$ cat src/rtl/sram_like_responder_pkg.sv
`default_nettype none
// ============================================================================
// Module  : sram_like_responder_pkg
// Brief   : Shared types, LFSR constants and LFSR step for the SRAM-like responder.
// Revision: 1.0 - initial release
// ============================================================================
package sram_like_responder_pkg;

    localparam logic [15:0] SRAM_LIKE_LFSR_SEED = 16'hACE1;
    // Fibonacci taps 16,14,13,11 expressed as bit positions 15,13,12,10
    localparam logic [15:0] SRAM_LIKE_LFSR_TAPS = 16'hB400;

    typedef struct packed {
        logic        wr;
        logic [31:0] data;
    } resp_t;

    function automatic logic [15:0] lfsr_next(input logic [15:0] s);
        return {s[14:0], ^(s & SRAM_LIKE_LFSR_TAPS)};
    endfunction

endpackage
`default_nettype wire

$ cat src/rtl/sram_like_responder_if.sv
`default_nettype none
// ============================================================================
// Module  : sram_like_responder_if
// Brief   : SRAM-like request/response bundle (req/addr/addr_ok/data_ok).
// Revision: 1.0 - initial release
// ============================================================================
interface sram_like_responder_if;

    logic        req;
    logic        wr;
    logic [3:0]  wstrb;
    logic [31:0] addr;
    logic [31:0] wdata;
    logic        addr_ok;
    logic [31:0] rdata;
    logic        data_ok;

    modport master (
        output req, wr, wstrb, addr, wdata,
        input  addr_ok, rdata, data_ok
    );

    modport slave (
        input  req, wr, wstrb, addr, wdata,
        output addr_ok, rdata, data_ok
    );

endinterface
`default_nettype wire

$ cat src/rtl/sram_like_responder_fifo.sv
`default_nettype none
// ============================================================================
// Module  : sram_resp_fifo
// Brief   : DEPTH x 33-bit synchronous response FIFO; push accepted when full if popping.
// Revision: 1.0 - initial release
// ============================================================================
module sram_resp_fifo
    import sram_like_responder_pkg::*;
#(
    parameter int unsigned DEPTH = 3
)
(
    input  logic  clk,
    input  logic  reset,
    input  logic  push_i,
    input  resp_t push_data_i,
    input  logic  pop_i,
    output logic  head_valid_o,
    output resp_t head_data_o
);

    localparam int unsigned      PTR_W    = (DEPTH > 1) ? $clog2(DEPTH) : 1;
    localparam int unsigned      CNT_W    = $clog2(DEPTH + 1);
    localparam logic [PTR_W-1:0] LAST_PTR = PTR_W'(DEPTH - 1);
    localparam logic [CNT_W-1:0] FULL_CNT = CNT_W'(DEPTH);

    resp_t            mem_q [DEPTH];
    logic [PTR_W-1:0] wr_ptr_q;
    logic [PTR_W-1:0] rd_ptr_q;
    logic [CNT_W-1:0] count_q;
    logic             do_push;
    logic             do_pop;

    function automatic logic [PTR_W-1:0] ptr_inc(input logic [PTR_W-1:0] p);
        return (p == LAST_PTR) ? '0 : p + PTR_W'(1);
    endfunction

    // A full FIFO still takes a push when the head leaves in the same cycle.
    assign do_pop  = pop_i && (count_q != '0);
    assign do_push = push_i && ((count_q != FULL_CNT) || do_pop);

    assign head_valid_o = (count_q != '0);
    assign head_data_o  = mem_q[rd_ptr_q];

    always_ff @(posedge clk) begin
        if (reset) begin
            wr_ptr_q <= '0;
            rd_ptr_q <= '0;
            count_q  <= '0;
        end else begin
            if (do_push) begin
                mem_q[wr_ptr_q] <= push_data_i;
                wr_ptr_q        <= ptr_inc(wr_ptr_q);
            end
            if (do_pop) begin
                rd_ptr_q <= ptr_inc(rd_ptr_q);
            end
            case ({do_push, do_pop})
                2'b10:   count_q <= count_q + CNT_W'(1);
                2'b01:   count_q <= count_q - CNT_W'(1);
                default: count_q <= count_q;
            endcase
        end
    end

endmodule
`default_nettype wire

$ cat src/rtl/sram_like_responder.sv
`default_nettype none
// ============================================================================
// Module  : sram_like_responder
// Brief   : SRAM-like responder driving a 1-cycle block RAM, in-order responses.
// Revision: 1.0 - initial release
// ============================================================================
module sram_like_responder
    import sram_like_responder_pkg::*;
#(
    parameter int unsigned DEPTH   = 3,
    parameter bit          RAND_EN = 1'b0,
    parameter logic [15:0] SEED    = SRAM_LIKE_LFSR_SEED
)
(
    input  logic                        clk,
    input  logic                        reset,
    sram_like_responder_if.slave        bus,
    output logic                        ram_en_o,
    output logic [3:0]                  ram_wen_o,
    output logic [31:0]                 ram_addr_o,
    output logic [31:0]                 ram_wdata_o,
    input  logic [31:0]                 ram_rdata_i
);

    localparam int unsigned      CNT_W   = $clog2(DEPTH + 1);
    localparam logic [CNT_W-1:0] DEPTH_C = CNT_W'(DEPTH);

    logic [CNT_W-1:0] cnt_q;
    logic [CNT_W-1:0] cnt_d;
    logic [15:0]      lfsr_q;
    logic [15:0]      lfsr_d;
    logic             cap_q;
    logic             cap_wr_q;

    logic  a_stall;
    logic  d_stall;
    logic  addr_ok;
    logic  accept;
    logic  data_ok;
    logic  head_valid;
    resp_t head_data;
    resp_t push_data;

    assign a_stall = RAND_EN && lfsr_q[0];
    assign d_stall = RAND_EN && lfsr_q[1];
    assign lfsr_d  = lfsr_next(lfsr_q);

    // addr_ok looks only at registered state, never at req.
    assign addr_ok = !reset && (cnt_q < DEPTH_C) && !a_stall;
    assign accept  = bus.req && addr_ok;
    assign data_ok = !reset && head_valid && !d_stall;

    assign bus.addr_ok = addr_ok;
    assign bus.data_ok = data_ok;
    assign bus.rdata   = data_ok ? head_data.data : 32'h0;

    assign ram_en_o    = accept;
    assign ram_wen_o   = (accept && bus.wr) ? bus.wstrb : 4'h0;
    assign ram_addr_o  = bus.addr;
    assign ram_wdata_o = bus.wdata;

    always_comb begin
        cnt_d = cnt_q;
        case ({accept, data_ok})
            2'b10:   cnt_d = cnt_q + CNT_W'(1);
            2'b01:   cnt_d = cnt_q - CNT_W'(1);
            default: cnt_d = cnt_q;
        endcase
    end

    always_ff @(posedge clk) begin
        if (reset) begin
            cnt_q    <= '0;
            lfsr_q   <= SEED;
            cap_q    <= 1'b0;
            cap_wr_q <= 1'b0;
        end else begin
            cnt_q    <= cnt_d;
            lfsr_q   <= lfsr_d;
            cap_q    <= accept;
            cap_wr_q <= bus.wr;
        end
    end

    // RAM read data is valid the cycle after issue; writes respond with zero.
    assign push_data.wr   = cap_wr_q;
    assign push_data.data = cap_wr_q ? 32'h0 : ram_rdata_i;

    sram_resp_fifo #(
        .DEPTH (DEPTH)
    ) u_fifo (
        .clk          (clk),
        .reset        (reset),
        .push_i       (cap_q),
        .push_data_i  (push_data),
        .pop_i        (data_ok),
        .head_valid_o (head_valid),
        .head_data_o  (head_data)
    );

endmodule
`default_nettype wire

$ cat src/flat_wrapper.sv
// flat-port wrapper written by rule: the top's interface ports become plain ports
module sram_like_responder_flat import sram_like_responder_pkg::*;
#(
    parameter int unsigned DEPTH   = 3,
    parameter bit          RAND_EN = 1'b0,
    parameter logic [15:0] SEED    = SRAM_LIKE_LFSR_SEED
)
  (clk, reset, ram_en_o, ram_wen_o, ram_addr_o, ram_wdata_o, ram_rdata_i, bus_req, bus_wr, bus_wstrb, bus_addr, bus_wdata, bus_addr_ok, bus_rdata, bus_data_ok);
  sram_like_responder_if bus_i ();
  input  logic clk;
  input  logic reset;
  output logic ram_en_o;
  output logic [3:0] ram_wen_o;
  output logic [31:0] ram_addr_o;
  output logic [31:0] ram_wdata_o;
  input  logic [31:0] ram_rdata_i;
  input wire logic [$bits(bus_i.req)-1:0] bus_req;
  input wire logic [$bits(bus_i.wr)-1:0] bus_wr;
  input wire logic [$bits(bus_i.wstrb)-1:0] bus_wstrb;
  input wire logic [$bits(bus_i.addr)-1:0] bus_addr;
  input wire logic [$bits(bus_i.wdata)-1:0] bus_wdata;
  output wire logic [$bits(bus_i.addr_ok)-1:0] bus_addr_ok;
  output wire logic [$bits(bus_i.rdata)-1:0] bus_rdata;
  output wire logic [$bits(bus_i.data_ok)-1:0] bus_data_ok;
  assign bus_i.req = bus_req;
  assign bus_i.wr = bus_wr;
  assign bus_i.wstrb = bus_wstrb;
  assign bus_i.addr = bus_addr;
  assign bus_i.wdata = bus_wdata;
  assign bus_addr_ok = bus_i.addr_ok;
  assign bus_rdata = bus_i.rdata;
  assign bus_data_ok = bus_i.data_ok;
  sram_like_responder #(.DEPTH(DEPTH), .RAND_EN(RAND_EN), .SEED(SEED)) u_core (.clk(clk), .reset(reset), .bus(bus_i), .ram_en_o(ram_en_o), .ram_wen_o(ram_wen_o), .ram_addr_o(ram_addr_o), .ram_wdata_o(ram_wdata_o), .ram_rdata_i(ram_rdata_i));
endmodule
$ cat config.mk
export PLATFORM = sky130hd
export DESIGN_NAME = sram_like_responder_flat
export DESIGN_NICKNAME = d
export VERILOG_FILES = /design/src/rtl/sram_like_responder_pkg.sv /design/src/rtl/sram_like_responder_if.sv /design/src/rtl/sram_like_responder_fifo.sv /design/src/rtl/sram_like_responder.sv /design/src/flat_wrapper.sv
export SDC_FILE = /design/constraint.sdc
export NUM_CORES = 1
export LEC_CHECK = 0
export ABC_AREA = 0
export BUFFER_PORTS_ARGS = -buffer_cell sky130_fd_sc_hd__buf_2
export CORE_ASPECT_RATIO = 1.2
export CORE_MARGIN = 4
export CORE_UTILIZATION = 31
export DETAILED_ROUTE_END_ITERATION = 16
export GPL_TIMING_DRIVEN = 0
export HOLD_SLACK_MARGIN = 0.12
export MAX_ROUTING_LAYER = met4
export SLEW_MARGIN = 20
export SYNTH_ARGS = -nofsm -noshare
export SYNTH_HDL_FRONTEND = slang
export SYNTH_SLANG_ARGS = --single-unit
$ cat constraint.sdc
create_clock -name clk -period 10.2 [get_ports clk]
set_input_delay 2.55 -clock clk [delete_from_list [all_inputs] [get_ports clk]]
set_output_delay 2.55 -clock clk [all_outputs]
set_load 0.005 [all_outputs]
==> summary.txt, run 1 <==
Synth
  – Synth Area in Compound Gates: 0.00489
  – Largest family of logic cells by synthesized area: multiplexers
  – Synth Area in Adders: 0.00245
  – Simple-gate portion of the synthesized area: 0.0905
  – Synthesized flop and latch total: 108
  – Yosys top cell area share: 0.564
  – Netlist cell types: 27
  – Seq/Total Area, Yosys: 0.611
  – Synth Area per Inst: 14.4 sq um
  – Area leader, netlist: edfxtp_1
  – Synth area leaders: edfxtp_1, buf_4, mux2_4
  – Synthesized cell area: 5110 sq um
  – Post-synthesis mux area share: 0.159
  – Post-Syn Instances: 356
  – Warnings from Yosys: 0
  – Syn nets: 461
  – Xor/xnor share of the synthesized area: 0.00514

Setup path
  – Reg2reg path depth: 8
  – CP Class: in -> out
  – Reg2Reg Launch Point: u_core.u_fifo.count_q[1]$_SDFFE_PP0P_
  – Maximum fanout along the worst path: 10
  – Data arrival time of the worst path: 3.56 ns
  – Worst EP required: 7.65 ns
  – Worst setup EP type: output pin
  – CP startpoint kind: primary input
  – CP Launch Point: reset

STA
  – Final Max Slew Viols: 0
  – RSZ-0062 raised after global routing: no
  – Crit share post-route: 0.599
  – Fmax: 164 MHz
  – Measured slew at the worst slew-check pin: 0.683 ns
  – Hold slack: 0.498 ns
  – Final hold vios: 0
  – Max transition margin: 0.544
  – Setup_tns: 0 ns
  – Worst Clk Skew: 0.00893 ns
  – Final setup viols: 0
  – Tmin final: 6.11 ns

CTS
  – CTS tree: yes
  – Root Buffer: clkbuf_16
  – Post-cts sizing count: 0
  – H-tree levels: 3
  – Total CTS buffers: 9
  – Worst-Skew Late Latency: 0.34 ns
  – Hold-fix buffer count after cts: 0
  – # Post-CTS Setup Buffers: 0
  – Reg clk slew, reported paths: 0.07 ns
  – Clk sinks: 108
  – Maximum clock path buffer count: 2

Detailed routing
  – Final wirelength: 12.3 mm
  – Max layer used: met4
  – Metal2 WL: 6.46 mm
  – DRC: 0
  – Final ANT Viol Nets: 0
  – Metal3 WL: 984 microns
  – Post-Route M1 WL: 4.86 mm
  – Vias per cell: 4.29
  – Routed vias: 3173
  – First-pass DRT Iterations: 4
  – Detailed Route Iter0 Violations: 60
  – Drt wl/cell: 16.7 microns

Power
  – Combinational share of power: 0.103
  – Switching share of power: 0.212
  – Maximum vdd drop: 0.0684 mV
  – P_int: 0.756 mW
  – Power Density: 147 nW/um^2
  – Leakage: 2.72 nW
  – Clk network pwr share: 0.381
  – Sequential Power Share: 0.516
  – Switching power: 0.204 mW

Floorplanning
  – Starting Density: 0.316
  – Row cnt: 51
  – Die Width: 125 microns
  – Die Span Y: 149 microns
  – Die area: 18600 sq um
  – Core box area: 16200 sq um
  – I/O Pins: 207

Global routing
  – Largest net degree at the start of global routing: 19
  – Total Routing Usage GR: 0.135
  – First-pass GRT wire length: 18.9 mm
  – Vias in the first global route: 3469
  – Initial antenna violation count: 1
  – Overflow after GRT: 0

Flow run
  – Max cap viols: 0

Placed design
  – GPL Wtd Cong: 0.888
  – Port Buffers: 142
  – Dpl hpwl: 9.48 mm

Worst hold path
  – Hold Path Cell Cnt: 2
  – Critical hold path startpoint: u_core.cnt_q[1]$_SDFFE_PP0P_
  – Worst Hold Class: reg -> reg

Layout
  – Fillers: 1533
  – Synth-to-layout area growth: 27.8%
  – Area occupied by multi-input gates: 1380 sq um
  – Share of cells above drive strength 1: 0.540
  – Register area: 3120 sq um
  – Nets: 626

Outcome
  – Outcome: complete, no violations
==> critical path, stage by stage <==
cell    delay, ns
buf_2        0.15
or2_1        0.22
buf_2        0.19
buf_6        0.17
nor2_1       0.14
buf_2        0.13
==> worst paths after layout <==
path / slack, ns / to
setup / recovery: 4.09 / bus_rdata[20]
hold / removal: 0.50 / u_core.cnt_q[1]$_SDFFE_PP0P_
setup reg to reg: 8.11 / u_core.cnt_q[1]$_SDFFE_PP0P_
hold reg to reg: 0.50 / u_core.cnt_q[1]$_SDFFE_PP0P_
==> flip-flops by register name, indices dropped and copies added (netlist names), named ones only <==
name / flops
u_core.u_fifo.mem_q: 96
u_core.cnt_q: 2
u_core.u_fifo.count_q: 2
u_core.u_fifo.rd_ptr_q: 2
u_core.u_fifo.wr_ptr_q: 2
u_core.cap_q: 1
u_core.cap_wr_q: 1
==> cells in the final DEF, fill, tap and decap left out, types with 2 or more instances in the layout <==
cell / count
buf_2: 150
edfxtp_1: 96
buf_4: 71
nor2_1: 39
nor2b_1: 34
mux2i_1: 33
mux2_4: 30
dfxtp_1: 12
clkbuf_16: 9
buf_6: 5
a21oi_1: 4
nand2_1: 4
and3_1: 4
clkbuf_1: 4
buf_12: 3
inv_1: 3
mux2_2: 3
nor4bb_4: 2
or3_1: 2
xnor2_1: 2
clkbuf_8: 2
==> per-layer routing <==
layer | global-route usage | vias up
met5 | - | -
met4 | 0.0342 | 0
met3 | 0.0384 | 2
met2 | 0.242 | 161
met1 | 0.149 | 1491
li1 | - | 1519
==> through the flow <==
step / total power, mW / instance area [sq um] / util / setup slack [ns] / std cells
after floorplan: 0.568 / 5110 / - / 3.56 / 356
after global placement: 0.602 / 6090 / 0.376 / 0.484 / 710
after detailed placement: 0.606 / 6210 / 0.383 / 4.06 / 722
after CTS: 0.976 / 6530 / 0.403 / 4.06 / 738
after global routing: 1.00 / 6530 / 0.403 / 3.99 / 739
final: 0.960 / 6530 / 0.403 / 4.09 / 739
==> synthesized netlist by cell type (all sizes together) <==
master and n:
ha 1, edfxtp 96, dfxtp 12, or2 1, nand2 4, clkbuf 5, buf 76, o21ai 1
xnor2 2, and3 4, inv 3, nor4b 1, nor2b 34, or3b 1, mux2i 33, nor4bb 2
or3 2, nor2 39, a21oi 4, nor3b 1, xor2 1, mux2 33
==> cell families (layout without fill, tap and decap cells) <==
logic type      after synthesis  in the layout
compound gates                5              5
xor+xnor                      3              3
fa+ha+maj                     1              1
buf+inv                      84            254
flops                       108            108
mux                          66             66
other cells                   0              1
simple gates                 89             89
==> power groups by stage <==
| stage | combinational (mW) | sequential [mW] | clock (mW) |
|---|---|---|---|
| 3_3_place_gp | 0.0967 | 0.506 | 0 |
| 5_1_grt | 0.109 | 0.496 | 0.399 |
| 6_report | 0.0991 | 0.495 | 0.365 |
| 4_1_cts | 0.101 | 0.495 | 0.379 |
| 3_5_place_dp | 0.101 | 0.505 | 0 |
| 2_1_floorplan | 0.0631 | 0.505 | 0 |
==> cell type report <==
class / count / share of cell area
Antenna cell: 1 / 0.000383
Buffer: 81 / 0.0977
Clock buffer: 11 / 0.0387
Clock inverter: 5 / 0.0101
Inverter: 3 / 0.00172
Multi-Input combinational cell: 164 / 0.211
Sequential cell: 108 / 0.478
Tap cell: 212 / 0.0406
Timing Repair Buffer: 154 / 0.122
No activity file was read; power rests on OpenSTA's default activity.
==> inputs of run 2 (changes only) <==
- clock period: 10.2 -> 5.4 ns (I/O delays scaled with it)
==> run 2 against run 1 <==
Net effect:
- final cell count is 0.54% lower
- via count fell by 0.32%
- first-iteration DRC count grew 6.7%
- combinational power is 90% higher
- largest cell class unchanged
- setup slack worse by 2.4 ns
==> summary.txt, run 2 (synthesized netlist as in run 1, its figures left out) <==
STA
  – Crit share post-route: 0.686
  – Fmax: 270 MHz
  – Measured slew at the worst slew-check pin: 0.772 ns
  – RSZ-0062 raised after global routing: no
  – Final Max Slew Viols: 0
  – Tmin final: 3.71 ns
  – Setup_tns: 0 ns
  – Final hold vios: 0
  – Worst Clk Skew: 0.00573 ns
  – Max transition margin: 0.484
  – Hold slack: 0.494 ns
  – Final setup viols: 0

Power
  – Switching power: 0.380 mW
  – Power Density: 273 nW/um^2
  – Sequential Power Share: 0.526
  – P_int: 1.40 mW
  – Combinational share of power: 0.105
  – Clk network pwr share: 0.369
  – Leakage: 2.70 nW
  – Switching share of power: 0.214
  – Maximum vdd drop: 0.166 mV

Outcome
  – Outcome: complete, no violations

CTS
  – Clk sinks: 108
  – Hold-fix buffer count after cts: 0
  – Maximum clock path buffer count: 2
  – Reg clk slew, reported paths: 0.07 ns
  – # Post-CTS Setup Buffers: 0
  – Worst-Skew Late Latency: 0.35 ns
  – H-tree levels: 3
  – Total CTS buffers: 9
  – CTS tree: yes
  – Post-cts sizing count: 0
  – Root Buffer: clkbuf_16

Detailed routing
  – Vias per cell: 4.30
  – First-pass DRT Iterations: 4
  – Detailed Route Iter0 Violations: 64
  – Final ANT Viol Nets: 0
  – Routed vias: 3163
  – Drt wl/cell: 16.3 microns
  – Final wirelength: 12.0 mm
  – DRC: 0

Floorplanning
  – Die area: 18600 sq um
  – Die Span Y: 149 microns
  – Starting Density: 0.316
  – Die Width: 125 microns
  – Row cnt: 51
  – Core box area: 16200 sq um
  – I/O Pins: 207

Global routing
  – Vias in the first global route: 3260
  – Initial antenna violation count: 0
  – Overflow after GRT: 0
  – Total Routing Usage GR: 0.130
  – First-pass GRT wire length: 17.9 mm
  – Largest net degree at the start of global routing: 19

Flow run
  – Max cap viols: 0

Setup path
  – Maximum fanout along the worst path: 10
  – Reg2reg path depth: 8
  – Worst setup EP type: output pin
  – Setup crit end: bus_rdata[13]
  – Data arrival time of the worst path: 2.36 ns
  – R2r setup slk: 3.31 ns
  – Reg2Reg Launch Point: u_core.u_fifo.count_q[1]$_SDFFE_PP0P_
  – CP startpoint kind: primary input
  – CP Class: in -> out
  – Worst EP required: 4.05 ns
  – CP Launch Point: reset
  – RR Endpoint: u_core.cnt_q[1]$_SDFFE_PP0P_

Worst hold path
  – Worst Hold Class: reg -> reg

Placed design
  – Port Buffers: 142
  – Dpl hpwl: 9.08 mm
  – Dpl cells: 719
  – GPL Wtd Cong: 0.861

Layout
  – Most common cell after layout, fill and taps aside: buf_2
  – Nets: 623
  – Ant diodes: 0
  – Most frequent cells in the layout: buf_2, edfxtp_1, buf_4, nor2_1, nor2b_1
  – Fillers: 1546
  – Largest Register: u_core.u_fifo.mem_q
  – Synth-to-layout area growth: 27.6%
  – Share of cells above drive strength 1: 0.535
  – Max FFs per register: 96
  – Non-Filler Instances: 735
[run 2: changes by cell type in the layout (fill, tap and decap cells not counted)]
cell,change
buf_2,-6
buf_4,-1
buf_6,+4
clkbuf_8,-2
clkinv_1,+1
clkinv_2,+1
clkinvlp_4,-1
diode_2,-1
inv_6,+2
inv_8,-1
nor4b_2,-1
nor4b_4,+1
[run 2: how the worst min path moves through the flow]
| stage | slack (ns) | end | depth (start not counted) | start |
|---|---|---|---|---|
| 2_1_floorplan | 0.45 | flip-flop | 2 | u_core.u_fifo.rd_ptr_q[1]$_SDFFE_PP0N_ |
| 3_3_place_gp | 0.47 | u_core.cnt_q[1]$_SDFFE_PP0P_ | 2 | u_core.cnt_q[1]$_SDFFE_PP0P_ |
| 3_5_place_dp | 0.48 | flip-flop | 2 | u_core.u_fifo.rd_ptr_q[0]$_SDFFE_PP0N_ |
| 4_1_cts | 0.49 | flip-flop | 2 | u_core.u_fifo.rd_ptr_q[0]$_SDFFE_PP0N_ |
| 5_1_grt | 0.52 | u_core.u_fifo.count_q[1]$_SDFFE_PP0P_ | 1 | u_core.u_fifo.count_q[1]$_SDFFE_PP0P_ |
| 6_report | 0.49 | u_core.u_fifo.count_q[1]$_SDFFE_PP0P_ | 1 | u_core.u_fifo.count_q[1]$_SDFFE_PP0P_ |
[run 2: power by group through the flow]
stage	registers, mW	clock network [mW]	logic (mW)
CTS	0.936	0.682	0.192
floorplan	0.953	0	0.119
global route	0.937	0.716	0.205
global placement	0.955	0	0.182
detailed placement	0.955	0	0.191
finish	0.936	0.658	0.188
[run 2: final cells by class]
cell class | count | area, sq um | area share
plain buffers | 81 | 638 | 0.0978
clock buffers | 9 | 225 | 0.0345
clock inverters | 7 | 73.8 | 0.0113
inverters | 3 | 11.3 | 0.00173
multi-input cells | 164 | 1390 | 0.212
flip-flops and latches | 108 | 3120 | 0.478
well taps | 212 | 265 | 0.0406
repair buffers | 151 | 805 | 0.123
[run 2: routing by layer]
metal / global-route usage / share of wire / wire [microns] / up-vias
met4: 0.0342 / 0.010 / 122 / 0
met2: 0.236 / 0.53 / 6380 / 160
li1: - / - / - / 1511
met1: 0.139 / 0.38 / 4580 / 1480
met5: - / 0 / 0 / -
met3: 0.0363 / 0.073 / 877 / 12
[run 2: worst max-delay path, stage by stage]
cell	delay, ns
buf_2	0.15
or2_1	0.22
buf_2	0.19
buf_6	0.17
nor2_1	0.14
buf_2	0.13
[run 2: stage by stage]
step	area (sq um)	utilization	worst slack [ns]	power, mW
after floorplan	5120	-	0.384	1.07
after global placement	6100	0.376	-2.45	1.14
after detailed placement	6230	0.384	1.66	1.15
after CTS	6530	0.403	1.66	1.81
after global routing	6530	0.403	1.62	1.86
final	6530	0.403	1.69	1.78
